`config.mk`:
```
export PLATFORM = sky130hd
export DESIGN_NAME = alu_share_arbiter
export DESIGN_NICKNAME = d
export VERILOG_FILES = /design/src/rtl/alu_arb_pkg.sv /design/src/rtl/alu_share_arbiter_rr.sv /design/src/rtl/alu_share_arbiter.sv
export SDC_FILE = /design/constraint.sdc
export NUM_CORES = 1
export LEC_CHECK = 0
export CORE_ASPECT_RATIO = 0.5
export CORE_UTILIZATION = 65
export CTS_BUF_LIST = sky130_fd_sc_hd__clkbuf_4 sky130_fd_sc_hd__clkbuf_8
export DETAILED_ROUTE_END_ITERATION = 10
export DONT_BUFFER_PORTS = 1
export PLACE_DENSITY = 0.81
export SLEW_MARGIN = 15
export SYNTH_ARGS = -nofsm -noshare
export SYNTH_HDL_FRONTEND = slang
export SYNTH_HIERARCHICAL = 1
export SYNTH_SLANG_ARGS = --single-unit
```
`constraint.sdc`:
```
create_clock -name clk -period 3.3 [get_ports clk]
set_input_delay 0.495 -clock clk [delete_from_list [all_inputs] [get_ports clk]]
set_output_delay 0.495 -clock clk [all_outputs]
set_load 0.005 [all_outputs]
```
`src/rtl/alu_arb_pkg.sv`:
```
// rtl/alu_arb_pkg.sv - shared state encoding and operand width for the ALU share arbiter
package alu_arb_pkg;

  localparam int ALU_W = 8;

  typedef enum logic [1:0] {
    ST_IDLE = 2'd0,
    ST_EXEC = 2'd1,
    ST_RESP = 2'd2
  } state_t;

endpackage

```
`src/rtl/alu_share_arbiter_rr.sv`:
```
// rtl/alu_share_arbiter_rr.sv - combinational round-robin picker (module rr_arbiter)
module rr_arbiter #(
  parameter int NUM_REQ = 3,
  parameter int ID_W    = 2
) (
  input  logic [NUM_REQ-1:0] req,
  input  logic [ID_W-1:0]    ptr,
  output logic [NUM_REQ-1:0] grant,
  output logic [ID_W-1:0]    id
);

  always_comb begin : pick
    int              w_idx;
    logic [ID_W-1:0] w_idx_b;
    logic            w_found;
    grant   = '0;
    id      = '0;
    w_idx   = 0;
    w_idx_b = '0;
    w_found = 1'b0;
    // Scan from ptr upward; ptr is always < NUM_REQ so one subtraction wraps it.
    for (int k = 0; k < NUM_REQ; k++) begin
      w_idx = int'(ptr) + k;
      if (w_idx >= NUM_REQ) w_idx = w_idx - NUM_REQ;
      w_idx_b = ID_W'(w_idx);
      if (!w_found && req[w_idx_b]) begin
        w_found        = 1'b1;
        grant[w_idx_b] = 1'b1;
        id             = w_idx_b;
      end
    end
  end

endmodule

```
`src/rtl/alu_share_arbiter.sv`:
```
// rtl/alu_share_arbiter.sv - round-robin sequencer for one shared add-only ALU
// Optional flag outputs rsp_carry/rsp_zero exist only when ALU_ARB_FLAGS_EN is defined.
module alu_share_arbiter
  import alu_arb_pkg::*;
#(
  parameter int NUM_REQ = 3,
  parameter int ID_W    = 2
) (
  input  logic                     clk,
  input  logic                     rst_n,
  input  logic [NUM_REQ-1:0]       req_valid,
  input  logic [8*NUM_REQ-1:0]     req_a,
  input  logic [8*NUM_REQ-1:0]     req_b,
  output logic [NUM_REQ-1:0]       req_ready,
  output logic [7:0]               alu_a,
  output logic [7:0]               alu_b,
  output logic                     alu_op,
  input  logic [7:0]               alu_result,
  output logic                     rsp_valid,
  input  logic                     rsp_ready,
  output logic [7:0]               rsp_data,
  output logic [ID_W-1:0]          rsp_id,
  output logic                     busy
`ifdef ALU_ARB_FLAGS_EN
  ,
  output logic                     rsp_carry,
  output logic                     rsp_zero
`endif
);

  state_t              r_state;
  state_t              w_state_nxt;
  logic [ID_W-1:0]     r_rr_ptr;
  logic [ALU_W-1:0]    r_op_a;
  logic [ALU_W-1:0]    r_op_b;
  logic [ID_W-1:0]     r_id;
  logic                r_rsp_valid;
  logic [ALU_W-1:0]    r_rsp_data;
  logic [ID_W-1:0]     r_rsp_id;

  logic [NUM_REQ-1:0]  w_grant;
  logic [ID_W-1:0]     w_win_id;
  logic                w_any;
  logic                w_accept;
  logic [ID_W-1:0]     w_ptr_nxt;
  logic [ALU_W-1:0]    w_sel_a;
  logic [ALU_W-1:0]    w_sel_b;

  rr_arbiter #(
    .NUM_REQ (NUM_REQ),
    .ID_W    (ID_W)
  ) u_rr (
    .req   (req_valid),
    .ptr   (r_rr_ptr),
    .grant (w_grant),
    .id    (w_win_id)
  );

  assign w_any     = |w_grant;
  assign w_accept  = (r_state == ST_IDLE) && w_any;
  assign w_ptr_nxt = (int'(w_win_id) == NUM_REQ - 1) ? '0 : w_win_id + ID_W'(1);

  // Grant is one-hot, so an OR of masked lanes selects the winner's operands.
  always_comb begin
    w_sel_a = '0;
    w_sel_b = '0;
    for (int i = 0; i < NUM_REQ; i++) begin
      if (w_grant[i]) begin
        w_sel_a = w_sel_a | req_a[i*ALU_W +: ALU_W];
        w_sel_b = w_sel_b | req_b[i*ALU_W +: ALU_W];
      end
    end
  end

  always_ff @(posedge clk) begin
    if (!rst_n) r_state <= ST_IDLE;
    else        r_state <= w_state_nxt;
  end

  always_comb begin
    w_state_nxt = r_state;
    case (r_state)
      ST_IDLE: if (w_any)     w_state_nxt = ST_EXEC;
      ST_EXEC:                w_state_nxt = ST_RESP;
      ST_RESP: if (rsp_ready) w_state_nxt = ST_IDLE;
      default:                w_state_nxt = ST_IDLE;
    endcase
  end

  always_ff @(posedge clk) begin
    if (!rst_n) begin
      r_rr_ptr    <= '0;
      r_op_a      <= '0;
      r_op_b      <= '0;
      r_id        <= '0;
      r_rsp_valid <= 1'b0;
      r_rsp_data  <= '0;
      r_rsp_id    <= '0;
    end else begin
      if (w_accept) begin
        r_op_a   <= w_sel_a;
        r_op_b   <= w_sel_b;
        r_id     <= w_win_id;
        r_rr_ptr <= w_ptr_nxt;
      end
      if (r_state == ST_EXEC) begin
        r_rsp_data  <= alu_result;
        r_rsp_id    <= r_id;
        r_rsp_valid <= 1'b1;
      end
      if (r_state == ST_RESP && rsp_ready) r_rsp_valid <= 1'b0;
    end
  end

`ifdef ALU_ARB_FLAGS_EN
  logic r_rsp_carry;
  logic r_rsp_zero;

  // An 8-bit add wrapped exactly when the sum is below either addend.
  always_ff @(posedge clk) begin
    if (!rst_n) begin
      r_rsp_carry <= 1'b0;
      r_rsp_zero  <= 1'b0;
    end else if (r_state == ST_EXEC) begin
      r_rsp_carry <= (alu_result < r_op_a);
      r_rsp_zero  <= (alu_result == '0);
    end
  end

  assign rsp_carry = r_rsp_carry;
  assign rsp_zero  = r_rsp_zero;
`endif

  assign req_ready = (r_state == ST_IDLE) ? w_grant : '0;
  assign alu_a     = r_op_a;
  assign alu_b     = r_op_b;
  assign alu_op    = (r_state == ST_EXEC);
  assign rsp_valid = r_rsp_valid;
  assign rsp_data  = r_rsp_data;
  assign rsp_id    = r_rsp_id;
  assign busy      = (r_state != ST_IDLE);

endmodule

```
# Word level (Yosys, flattened, before mapping)
# Cells that the tools add are included.
# Widths: inputs -> output; s select.
[classes]
add_sub_neg = 6
magnitude_cmp = 9
n_eq_ne = 5
mux = 34
bitwise_logic = 7
reduce_logical = 14
[ops]
columns = ["op", "count"]
rows = [
  ["$mux 8", 6],
  ["$or 8x8->8", 4],
  ["$mux 2", 9],
  ["$mux 3", 4],
  ["$lt 2x3->1 const B", 3],
  ["$mux 1", 8],
  ["$logic_and 1x1->1", 7],
  ["$bmux 1 s2", 3],
  ["$demux 1 s2", 3],
  ["$ge 2x1->1 const B", 3],
  ["$ge 3x2->1 const B", 2],
  ["$or 3x3->3", 2],
  ["$pmux 2 s3", 1],
  ["$eq 2x2->1 const B", 2],
  ["$ne 2x2->1 const B", 2],
  ["$sub 2x1->2 const B", 2],
  ["$add 2x1->3 const B", 1],
  ["$add 2x2->3 const B", 1],
  ["$reduce_or 3->1", 1],
  ["$add 2x1->2 const B", 1],
  ["$eq 2x1->1 const B", 1],
  ["$ge 2x2->1 const B", 1],
  ["$logic_not 1->1", 2],
  ["$logic_not 2->1", 1],
  ["other kinds (5)", 5],
]
[totals]
register_bits = 33
inputBits = 62
output_inout_bits = 32
elab_cells = 83

# Longest topological paths before layout
# Gate-level depths: netlist of run 1.
[depth]
depth_word = 16
depth_mapped = 12
mapped_depth_nobuf = 9

# Cells and area by module
# Netlist of run 1, hierarchy kept.
[modules_own_cells]
columns = ["mod", "n_inst", "cells_each", "area_per_inst_um2", "seq_area_each_um2"]
rows = [
  ["alu_share_arbiter", 1, 159, 1470.2, 660.6],
  ["rr_arbiter", 1, 38, 266.5, 0.0],
]

# Worst setup path before layout of run 1
# No wires, ideal clock.
[synth_path]
path_kind = "flip-flop to flip-flop"
from = "register r_rr_ptr[1]"
to = "register r_op_a[0], in the netlist alu_a[0]"
setup_time_ns = 0.116
arrival_ns = 2.302
required_ns = 3.184
setup_slack_ns = 0.882
stages_incl_launch_ff = 13
path_buffers = 3
synth_period_minus_slack_ns = 2.418
path_cell_list = "dfxtp_1 > inv_1 > ha_1 > buf_6 > mux2i_1 > a32o_1 > a2bb2oi_2 > nor2_1 > buf_2 > or3_4 > and2_4 > buf_6 > o211a_1"
[synth_via]
word_cells_on_any_way = 50
cone_classes = "5 x add/sub; 9 x order compare; 23 x mux; 4 x bitwise; 9 x reduce/logical"
[synth_rtl]
columns = ["item", "line_no", "text"]
rows = [
  ["from (decl)", "alu_share_arbiter.sv:33", "logic [ID_W-1:0] r_rr_ptr;"],
  ["from (signal assigned)", "alu_share_arbiter.sv:104", "r_rr_ptr <= w_ptr_nxt;"],
  ["$add 2x1->3, or another cell as far along", "alu_share_arbiter_rr.sv:23", "w_idx = int'(ptr) + k;"],
  ["$ge 3x2->1, or another cell as far along", "alu_share_arbiter_rr.sv:24", "if (w_idx >= NUM_REQ) w_idx = w_idx - NUM_REQ;"],
  ["$mux 2, or another cell as far along", "alu_share_arbiter_rr.sv:24", ""],
  ["$lt 2x3->1 (implied by the code), or another cell as far along", "alu_share_arbiter_rr.sv:28", "grant[w_idx_b] = 1'b1;"],
  ["$logic_and 1x1->1 (implied by the code), or another cell as far along", "alu_share_arbiter_rr.sv:28", ""],
  ["$mux 1 (implied by the code), or another cell as far along", "alu_share_arbiter_rr.sv:28", ""],
  ["$demux 1 s2, or another cell as far along", "-", ""],
  ["$or 3x3->3 (no line) or $mux 1 (tied branches)", "-", ""],
  ["$mux 3 or $logic_not 1->1 (tied branches)", "alu_share_arbiter_rr.sv:26", "if (!w_found && req[w_idx_b]) begin"],
  ["$or 3x3->3 (no line) or $logic_and 1x1->1 (tied branches)", "-", ""],
  ["$mux 3 (*)", "alu_share_arbiter_rr.sv:26", ""],
  ["named net w_grant[1]", "alu_share_arbiter.sv:41", "logic [NUM_REQ-1:0] w_grant;"],
  ["$mux 8", "alu_share_arbiter.sv:68", "if (w_grant[i]) begin"],
  ["$or 8x8->8", "alu_share_arbiter.sv:69", "w_sel_a = w_sel_a | req_a[i*ALU_W +: ALU_W];"],
  ["$mux 8", "alu_share_arbiter.sv:68", ""],
  ["to (signal assigned)", "alu_share_arbiter.sv:101", "r_op_a <= w_sel_a;"],
  ["to (decl)", "alu_share_arbiter.sv:34", "logic [ALU_W-1:0] r_op_a;"],
]
# Mark *: on every way through the listed nets, which the timed path passes. The rest lies on a longest branch. The select of a mux whose other input is x is not followed.
# A chain may end at the register's enable or synchronous reset.

# Worst setup path in the final report of run 1
[layout_path]
from = "register r_rr_ptr[1]"
to = "output req_ready[2]"
[layout_via]
elab_chain_cells = 12
word_cells_on_any_way = 44
cone_classes = "5 x add/sub; 9 x order compare; 21 x mux; 2 x bitwise; 7 x reduce/logical"
[layout_rtl]
columns = ["item", "line_no", "text"]
rows = [
  ["$add 2x1->3, or another cell as far along", "alu_share_arbiter_rr.sv:23", ""],
  ["$ge 3x2->1, or another cell as far along", "alu_share_arbiter_rr.sv:24", ""],
  ["$mux 2, or another cell as far along", "alu_share_arbiter_rr.sv:24", ""],
  ["$lt 2x3->1 (implied by the code), or another cell as far along", "alu_share_arbiter_rr.sv:28", ""],
  ["$logic_and 1x1->1 (implied by the code), or another cell as far along", "alu_share_arbiter_rr.sv:28", ""],
  ["$mux 1 (implied by the code), or another cell as far along", "alu_share_arbiter_rr.sv:28", ""],
  ["$demux 1 s2, or another cell as far along", "-", ""],
  ["$or 3x3->3 (no line) or $mux 1 (tied branches)", "-", ""],
  ["$mux 3 or $logic_not 1->1 (tied branches)", "alu_share_arbiter_rr.sv:26", ""],
  ["$or 3x3->3 (no line) or $logic_and 1x1->1 (tied branches)", "-", ""],
  ["$mux 3 (*)", "alu_share_arbiter_rr.sv:26", ""],
  ["named net w_grant[2]", "alu_share_arbiter.sv:41", ""],
  ["$mux 3 (*)", "alu_share_arbiter.sv:134", "assign req_ready = (r_state == ST_IDLE) ? w_grant : '0;"],
  ["to (decl)", "alu_share_arbiter.sv:14", "output logic [NUM_REQ-1:0] req_ready,"],
]
# Marked as above.

==> impl_metrics.ini, run 1 <==
[drt]
first_pass_iters = 6
drt_iter0_markers = 148
viasPerCell = 6.85
drc = 0
ant_nets = 0
num_vias = 1534
drt_wl_total_mm = 4.03
wl_per_cell_um = 18.0

[clocking]
insertion_delay_ns = 0.28
clkSinkCount = 33
postCtsSetupBuffers = 0
cts-root-buf = clkbuf_8
cts_buffers = 5
cts_buffer_depth = 2
cts-htree-levels = 2
cts_tree = built
hold_buffers = 0
cts_resized = 0
clk_pin_slew_ns = 0.06

[logic_synthesis]
synth_warnings = 6
synth_top_area_share_pct = 38.0
synth_cells = 197
synth-seq-area-share_pct = 38.0
syn_area_mm2 = 0.00174
synth.distinct_cells = 36
synth-seq-cells = 33
synth_top_area_cell = dfxtp_1
ys_top_cells_by_area = dfxtp_1 38%, a222oi_1 9.2%, o211a_1 9.2%
syn_nets = 263
avgSynthCellArea_um2 = 8.82

[finish]
areaGrowthSynthToFinish_pct = 3.10
n_antenna_cell = 0
layout.nets = 254
fin_cells = 224
final_util_pct = 75.5
postLayoutCellArea_mm2 = 0.00179
drive_gt1_share_pct = 7.41

[place]
dp_cells = 216
dp_hpwl_mm = 2.83
placed_area_mm2 = 0.00170
gp_congestion = 0.843
numPortBuffers = 0

[die]
io-pin-count = 94
coreArea_mm2 = 0.00237
die_w_um = 75.1
rows = 12
start_util_pct = 73.2
fp.dieArea_mm2 = 0.00290
die_h_um = 38.6

[timing]
hold_viol = 0
fin_crit_sh_pct = 87.2
hold_ws_ns = 0.340
final.min_clock_period_ns = 2.88
tightest_slew_ns = 0.608
slew_viol_final = 0
max_freq_mhz = 348
finalSetupTns_ns = 0
relSlewSlack_pct = 59.5
clock_skew_ns = 0.00246
final-setup-viol-count = 0
rsz0062_at_grt = false

[setup_path]
critPathTopFamily = compound AO/OA/AOI/OAI gates
cp_num_buf_inv = 1
cp-end-kind = output port
arrival_ns = 2.38
start_kind = flop
cp_max_fo = 18
cp.required_ns = 2.80
critPathSlowestCell = o21a_1
critPathKind = flop to output port
path_cells = inv_1 -> ha_1 -> nor2b_1 -> a21boi_0 -> a21oi_1 -> o21a_1 -> and2_1
slowest_delay_ns = 0.52

[power_and_ir_drop]
p_per_area_mw_per_mm2 = 1120
p_leak_uw = 0.000784
peakVddDrop_uv = 602

[global_routing]
grtUsageMet1_pct = 32.7
antenna_found_initial = 0
grt_pass1_vias = 1293
grt_use_met2_pct = 46.2
grt_start_max_net_pins = 38
use_met3_pct = 13.4
grt_busiest_layer = met2
grt-ovfl-total = 0
grt_pass1_wl_mm = 5.79
track_usage_pct = 28.2

[run]
drv_cap = 0

[hold_path]
hold_class = input port to flop

[status]
status = completed
-- per-stage QoR --
step | setup slack, ns | power, uW
4_1_cts | 0.442 | 2010
3_3_place_gp | 0.629 | 1660
3_5_place_dp | 0.501 | 1700
6_report | 0.424 | 2010
2_1_floorplan | 0.882 | 1580
5_1_grt | 0.284 | 2160
-- report_power, final --
group | switching [uW] | total [uW] | internal [uW]
clock network | 136 | 311 | 174
registers | 102 | 636 | 534
logic | 622 | 1060 | 442
-- kinds of logic after synthesis --
| logic type | Yosys count | share of synthesized area (%) |
|---|---|---|
| simple gates | 66 | 18.5 |
| compound gates | 64 | 31.1 |
| flops | 33 | 38.0 |
| buf+inv | 27 | 7.71 |
| fa+ha+maj | 4 | 2.88 |
| mux | 3 | 1.73 |
-- metal layers --
layer	share of wire, %	routed length [um]
met5	0	0
met3	13	511
met2	45	1820
met4	0.79	32
met1	41	1670
-- cell type report --
| cell class | count | area, um^2 |
|---|---|---|
| inverter | 8 | 30.0 |
| tap | 35 | 43.8 |
| fill | 197 | 582 |
| timing repair buffer | 3 | 22.5 |
| clock buffer | 8 | 91.3 |
| multi-input combinational | 137 | 942 |
| sequential | 33 | 661 |
-- cell usage in the layout (no fill, tap or decap), drive strengths merged --
cell type  count
o22ai          2
o211a         16
nand2b         1
inv            8
or2            2
nand3b         1
a311oi         1
nor2b          1
a21boi        11
mux2i          3
nand3         16
nand4bb        1
o21ai          5
a32o           1
a2bb2oi        1
a21oi          6
o21a           2
and2           4
nand4          3
nor2           5
a31oi          1
ha             4
a211oi         1
a22oi          1
nor3           2
or3            1
buf            3
dfxtp         33
clkbuf         8
a222oi        16
and3           1
nand2         28
-- synthesized netlist by cell type --
| library cell | number |
|---|---|
| dfxtp_1 | 33 |
| nand2_1 | 28 |
| a222oi_1 | 16 |
| nand3_1 | 16 |
| o211a_1 | 16 |
| clkbuf_1 | 12 |
| a21boi_0 | 11 |
| inv_1 | 8 |
| a21oi_1 | 6 |
| nor2_1 | 5 |
| buf_6 | 4 |
| ha_1 | 4 |
| and2_1 | 3 |
| mux2i_1 | 3 |
| nand4_1 | 3 |
| o21ai_1 | 3 |
| buf_2 | 2 |
| nor3_1 | 2 |
| o21a_1 | 2 |
| o21ai_0 | 2 |
| o22ai_1 | 2 |
| or2_1 | 2 |
| a211oi_1 | 1 |
| a22oi_1 | 1 |
| a2bb2oi_2 | 1 |
| a311oi_1 | 1 |
| a31oi_1 | 1 |
| a32o_1 | 1 |
| and2_4 | 1 |
| and3_1 | 1 |
| buf_1 | 1 |
| nand2b_1 | 1 |
| nand3b_1 | 1 |
| nand4bb_1 | 1 |
| nor2b_1 | 1 |
| or3_4 | 1 |
-- sequential cells by signal, summed over array words and instances, names as in the netlist --
signal and count:
alu_a 8, alu_b 8, r_id 2, r_rr_ptr 2
r_state 2, rsp_data 8, rsp_id 2, rsp_valid 1
-- worst paths after layout --
path	startpoint	to	slack (ns)	depth (start not counted)
worst max-delay path	r_rr_ptr[1]	req_ready[2]	0.42	7
worst min-delay path	rst_n	r_state[1]	0.34	1
worst max register to register	r_rr_ptr[1]	r_rr_ptr[1]	0.46	9
worst min register to register	r_id[1]	r_id[1]	0.46	2
Note: power is estimated with default switching activity, not from simulation.
==> run 2, diff against run 1 <==
BUFFER_PORTS_ARGS = -buffer_cell sky130_fd_sc_hd__buf_2   (was default)
CORE_UTILIZATION = 42   (was 65)
DONT_BUFFER_PORTS = default   (was 1)
PLACE_DENSITY = 0.79   (was 0.81)
clock period = 2.4 ns   (was 3.3 ns; I/O delays follow)
==> run 2 against run 1 <==
Compared with the run above: clock power increased by 32%; hold slack lost 0.019 ns; via count up 23%; count of clock-buffer cells in the layout fell by 2.
==> impl_metrics.ini, run 2 (synthesis gave the netlist of run 1 again) <==
[status]
status = completed

[finish]
final_util_pct = 63.0
drive_gt1_share_pct = 46.0
fill_cells = 322
postLayoutCellArea_mm2 = 0.00247
n_antenna_cell = 0
layout_common_cells = 92 x buf_2, 31 x dfxtp_1, 28 x nand2_1
layout.nets = 356
areaGrowthSynthToFinish_pct = 42.3
final_common_cell = buf_2

[clocking]
hold_buffers = 0
cts-root-buf = clkbuf_8
clk_pin_slew_ns = 0.07
cts_tree = built
clkSinkCount = 33
cts_buffers = 5
insertion_delay_ns = 0.28
cts-htree-levels = 2
cts_buffer_depth = 2

[power_and_ir_drop]
clockPowerShare_pct = 12.4
p_per_area_mw_per_mm2 = 1340
switching_share_pct = 40.8
p_leak_uw = 0.00125
switching_power_uw = 1350
seq_power_share_pct = 25.7
combPwrFrac_pct = 61.9
peakVddDrop_uv = 720
cell_internal_pwr_uw = 1960

[place]
gp_congestion = 0.776
dp_hpwl_mm = 3.29
placed_area_mm2 = 0.00223
numPortBuffers = 93

[drt]
ant_nets = 0
viasPerCell = 5.49
drt_wl_total_mm = 4.74
first_pass_iters = 6
wl_per_cell_um = 13.7
num_vias = 1893
drc = 0
drt_iter0_markers = 147

[timing]
hold_ws_ns = 0.320
final-setup-viol-count = 0
fin_crit_sh_pct = 99.6
max_freq_mhz = 418
relSlewSlack_pct = 61.2
final.min_clock_period_ns = 2.39
tightest_slew_ns = 0.582
rsz0062_at_grt = true
clock_skew_ns = 0.00991
slew_viol_final = 0
hold_viol = 0

[global_routing]
grt_pass1_vias = 1662
track_usage_pct = 20.5
grt_pass1_wl_mm = 7.07
antenna_found_initial = 0
grt-ovfl-total = 0
grt_start_max_net_pins = 38

[die]
fp.dieArea_mm2 = 0.00441
io-pin-count = 94
rows = 16
die_h_um = 47.5
die_w_um = 92.9
coreArea_mm2 = 0.00392
start_util_pct = 44.3

[hold_path]
hold_class = input port to flop
min_delay_path_depth = 3
min_from = alu_result[5]
hold_path_end = rsp_data[5]

[setup_path]
cp.required_ns = 2.04
critPathKind = flop to output port
rr_worst_depth = 11
ff2ff_setup_slack_ns = 0.09
critPathSlowestCell = dfxtp_4
r2r_end = alu_a[6]
arrival_ns = 2.03
slowest_delay_ns = 0.39
cp_max_fo = 4
r2r-start = r_rr_ptr[1]
start_kind = flop
path_cells = inv_4 -> ha_4 -> mux2i_4 -> or2_1 -> a21oi_2 -> o21a_1 -> buf_6 -> and2_1 -> buf_2
cp-end-kind = output port

[run]
drv_cap = 0
run 2: cell count changes in the layout (fill, tap and decap cells not counted), sizes merged:
cell / change
clkbuf: -2
clkinv: +2
buf: +102
run 2: final cells by class:
class                           count  area, um^2  area share [%]
Multi-Input combinational cell    137        1030            41.7
Sequential cell                    33         668            27.0
Timing Repair Buffer              105         586            23.7
Clock buffer                        6        76.3            3.09
Tap cell                           54        67.6            2.73
Inverter                            8        32.5            1.32
Clock inverter                      2        10.0           0.405
run 2: routing by layer:
metal | GRT usage, % | vias up | wire, um
met4 | 6.15 | 0 | 34
met2 | 38.8 | 64 | 2370
met5 | 0 | - | 0
met1 | 24.4 | 898 | 2080
met3 | 4.92 | 4 | 244
li1 | - | 927 | -
run 2: how the worst max path moves through the flow:
stage	cells after the start	start	slack, ns	endpoint
after floorplan	12	r_rr_ptr[1]	0.01	alu_a[0]
after global placement	9	r_rr_ptr[1]	0.15	alu_b[5]
final	9	r_rr_ptr[1]	0.01	req_ready[2]
after global routing	9	r_rr_ptr[1]	-0.1	req_ready[2]
after detailed placement	9	r_rr_ptr[0]	0.05	alu_b[6]
after CTS	9	r_rr_ptr[1]	0.0003	req_ready[1]
run 2: timing repair:
| item | in CTS | in global routing |
|---|---|---|
| resized for setup | 9 | 22 |
| pin swaps | 1 | 13 |
| endpoints found under the setup margin | 3 | 21 |
| buffers inserted | 1 | 3 |
run 2: metrics by stage:
step	instances	setup TNS (ns)	setup WS, ns	power (uW)
CTS	342	0	0.000339	3090
floorplan	197	0	0.0150	2170
finish	345	0	0.00998	3310
detailed placement	333	0	0.0502	2600
global route	345	-0.768	-0.0960	3580
global placement	333	0	0.146	2550
run 2: power groups by stage:
stage / combinational, uW / sequential (uW) / clock (uW)
after CTS: 1830 / 844 / 420
after global routing: 2260 / 870 / 450
after global placement: 1710 / 840 / 0
after floorplan: 1320 / 847 / 0
final: 2050 / 850 / 411
after detailed placement: 1760 / 844 / 0
run 2: critical path: cells and delay by family (launching register included):
| family | cells | cell delay [ns] |
|---|---|---|
| buf+inv | 3 | 0.28 |
| compound gates | 2 | 0.33 |
| simple gates | 2 | 0.34 |
| fa+ha+maj | 1 | 0.19 |
| mux | 1 | 0.20 |
| flops | 1 | 0.39 |
==> run 3, diff against run 2 <==
PLACE_DENSITY = 0.78   (was 0.79)
==> run 3 against run 2 <==
Compared with the run above: the flow now finishes with violations (design-rule violations); via count rose by 0.63%; combinational power increased by 5%; setup slack better by 0.0089 ns; total power up 4.7%; hold slack better by 0.00096 ns; clock skew decreased by 0.0049 ns; sequential share of layout area fell by 0.23 points; fmax increased by 0.37%; critical path depth unchanged; critical endpoint unchanged.
==> impl_metrics.ini, run 3 (synthesis gave the netlist of run 1 again) <==
[timing]
rsz0062_at_grt = true
clock_skew_ns = 0.00504
slew_viol_final = 0
tightest_slew_ns = 0.587
final.min_clock_period_ns = 2.38
max_freq_mhz = 420
hold_viol = 0
finalSetupTns_ns = 0
final-setup-viol-count = 0
fin_crit_sh_pct = 99.2
relSlewSlack_pct = 60.9
hold_ws_ns = 0.321

[global_routing]
grt_pass1_wl_mm = 6.84
grt-ovfl-total = 0
antenna_found_initial = 0
track_usage_pct = 20.0
grt_start_max_net_pins = 38
grt_pass1_vias = 1527

[hold_path]
min_from = alu_result[7]
min_delay_path_depth = 3
hold_path_end = rsp_data[7]
hold_class = input port to flop

[die]
fp.dieArea_mm2 = 0.00441
die_h_um = 47.5
rows = 16
start_util_pct = 44.3
coreArea_mm2 = 0.00392
die_w_um = 92.9
io-pin-count = 94

[run]
drv_cap = 0

[clocking]
cts-htree-levels = 2
clk_pin_slew_ns = 0.07
clkSinkCount = 33
cts_buffer_depth = 2
cts_buffers = 5
insertion_delay_ns = 0.28
cts_tree = built
cts-root-buf = clkbuf_8

[drt]
dr_wl_met3_um = 211
wl_per_cell_um = 14.0
num_vias = 1905
drt_iter0_markers = 127
ant_nets = 0
dr_wl_met2_mm = 2.43
drc = 1
drt-met1-wl_mm = 2.23
viasPerCell = 5.47
first_pass_iters = 9
maxUsedRoutingLayer = met4
drt_wl_total_mm = 4.89

[setup_path]
critPathKind = flop to output port
cp-end-kind = output port
arrival_ns = 2.02
cp.required_ns = 2.04
cp_max_fo = 4
start_kind = flop
r2r-start = r_rr_ptr[1]
r2r_end = alu_a[5]
rr_worst_depth = 11
ff2ff_setup_slack_ns = 0.03

[status]
status = finished, violations left
violations = design-rule violations

[place]
dp_hpwl_mm = 3.22
numPortBuffers = 93
gp_congestion = 0.771

[finish]
drive_gt1_share_pct = 45.9
areaGrowthSynthToFinish_pct = 43.5
layout.nets = 359
final_common_cell = buf_2
layout_common_cells = 91 x buf_2, 31 x dfxtp_1, 28 x nand2_1
final_util_pct = 63.5
fill_cells = 338
n_antenna_cell = 0

[power_and_ir_drop]
peakVddDrop_uv = 667
p_leak_uw = 0.00128
power.total_uw = 3460
p_per_area_mw_per_mm2 = 1390
run 3: per-layer routing:
metal / vias to the layer above / GRT usage (%)
met2: 53 / 35.3
met4: 0 / 6.46
met1: 914 / 25.3
met5: - / 0
li1: 936 / -
met3: 2 / 4.76
run 3: timing repair:
item                       CTS  global route
cloned                       0             2
pin swaps                    0            12
setup endpoints to repair    3            19
hold buffers                 0             0
gates resized for setup     10            21
setup buffers                3             3
run 3: power breakdown:
group | switching (uW) | total, uW | internal, uW
sequential | 113 | 853 | 740
combinational | 1090 | 2150 | 1060
clock | 201 | 460 | 259
run 3: layout make-up:
cell class                      count  area (um^2)  share of cell area (%)
Sequential cell                    33          668                    26.8
Multi-Input combinational cell    139         1020                    41.1
Inverter                            8         32.5                    1.31
Clock inverter                      1         5.00                   0.201
Tap cell                           54         67.6                    2.71
Clock buffer                        7         96.3                    3.87
Timing Repair Buffer              106          599                    24.0
run 3: worst max-delay path by stage:
stage	startpoint	endpoint	slack, ns	depth (start not counted)
detailed placement	r_rr_ptr[0]	alu_a[5]	0.04	9
CTS	r_rr_ptr[1]	alu_a[2]	0.009	11
global placement	r_rr_ptr[1]	alu_b[3]	0.14	9
floorplan	r_rr_ptr[1]	alu_a[0]	0.01	12
finish	r_rr_ptr[1]	req_ready[2]	0.02	9
global route	r_rr_ptr[1]	req_ready[0]	-0.07	9
run 3: stage by stage:
stage,instances,setup slack (ns),instance area (um^2)
floorplan,197,0.0150,1740
global placement,332,0.142,2220
detailed placement,332,0.0396,2220
CTS,343,0.00895,2390
global route,348,-0.0677,2490
finish,348,0.0189,2490
run 3: critical path, cell delays in order (launching register included):
cell and delay, ns:
dfxtp_4 0.39, inv_4 0.05, ha_4 0.18, mux2i_4 0.19, or2_1 0.22, a21oi_2 0.13
o21a_1 0.21, buf_6 0.13, and2_4 0.14, buf_6 0.09
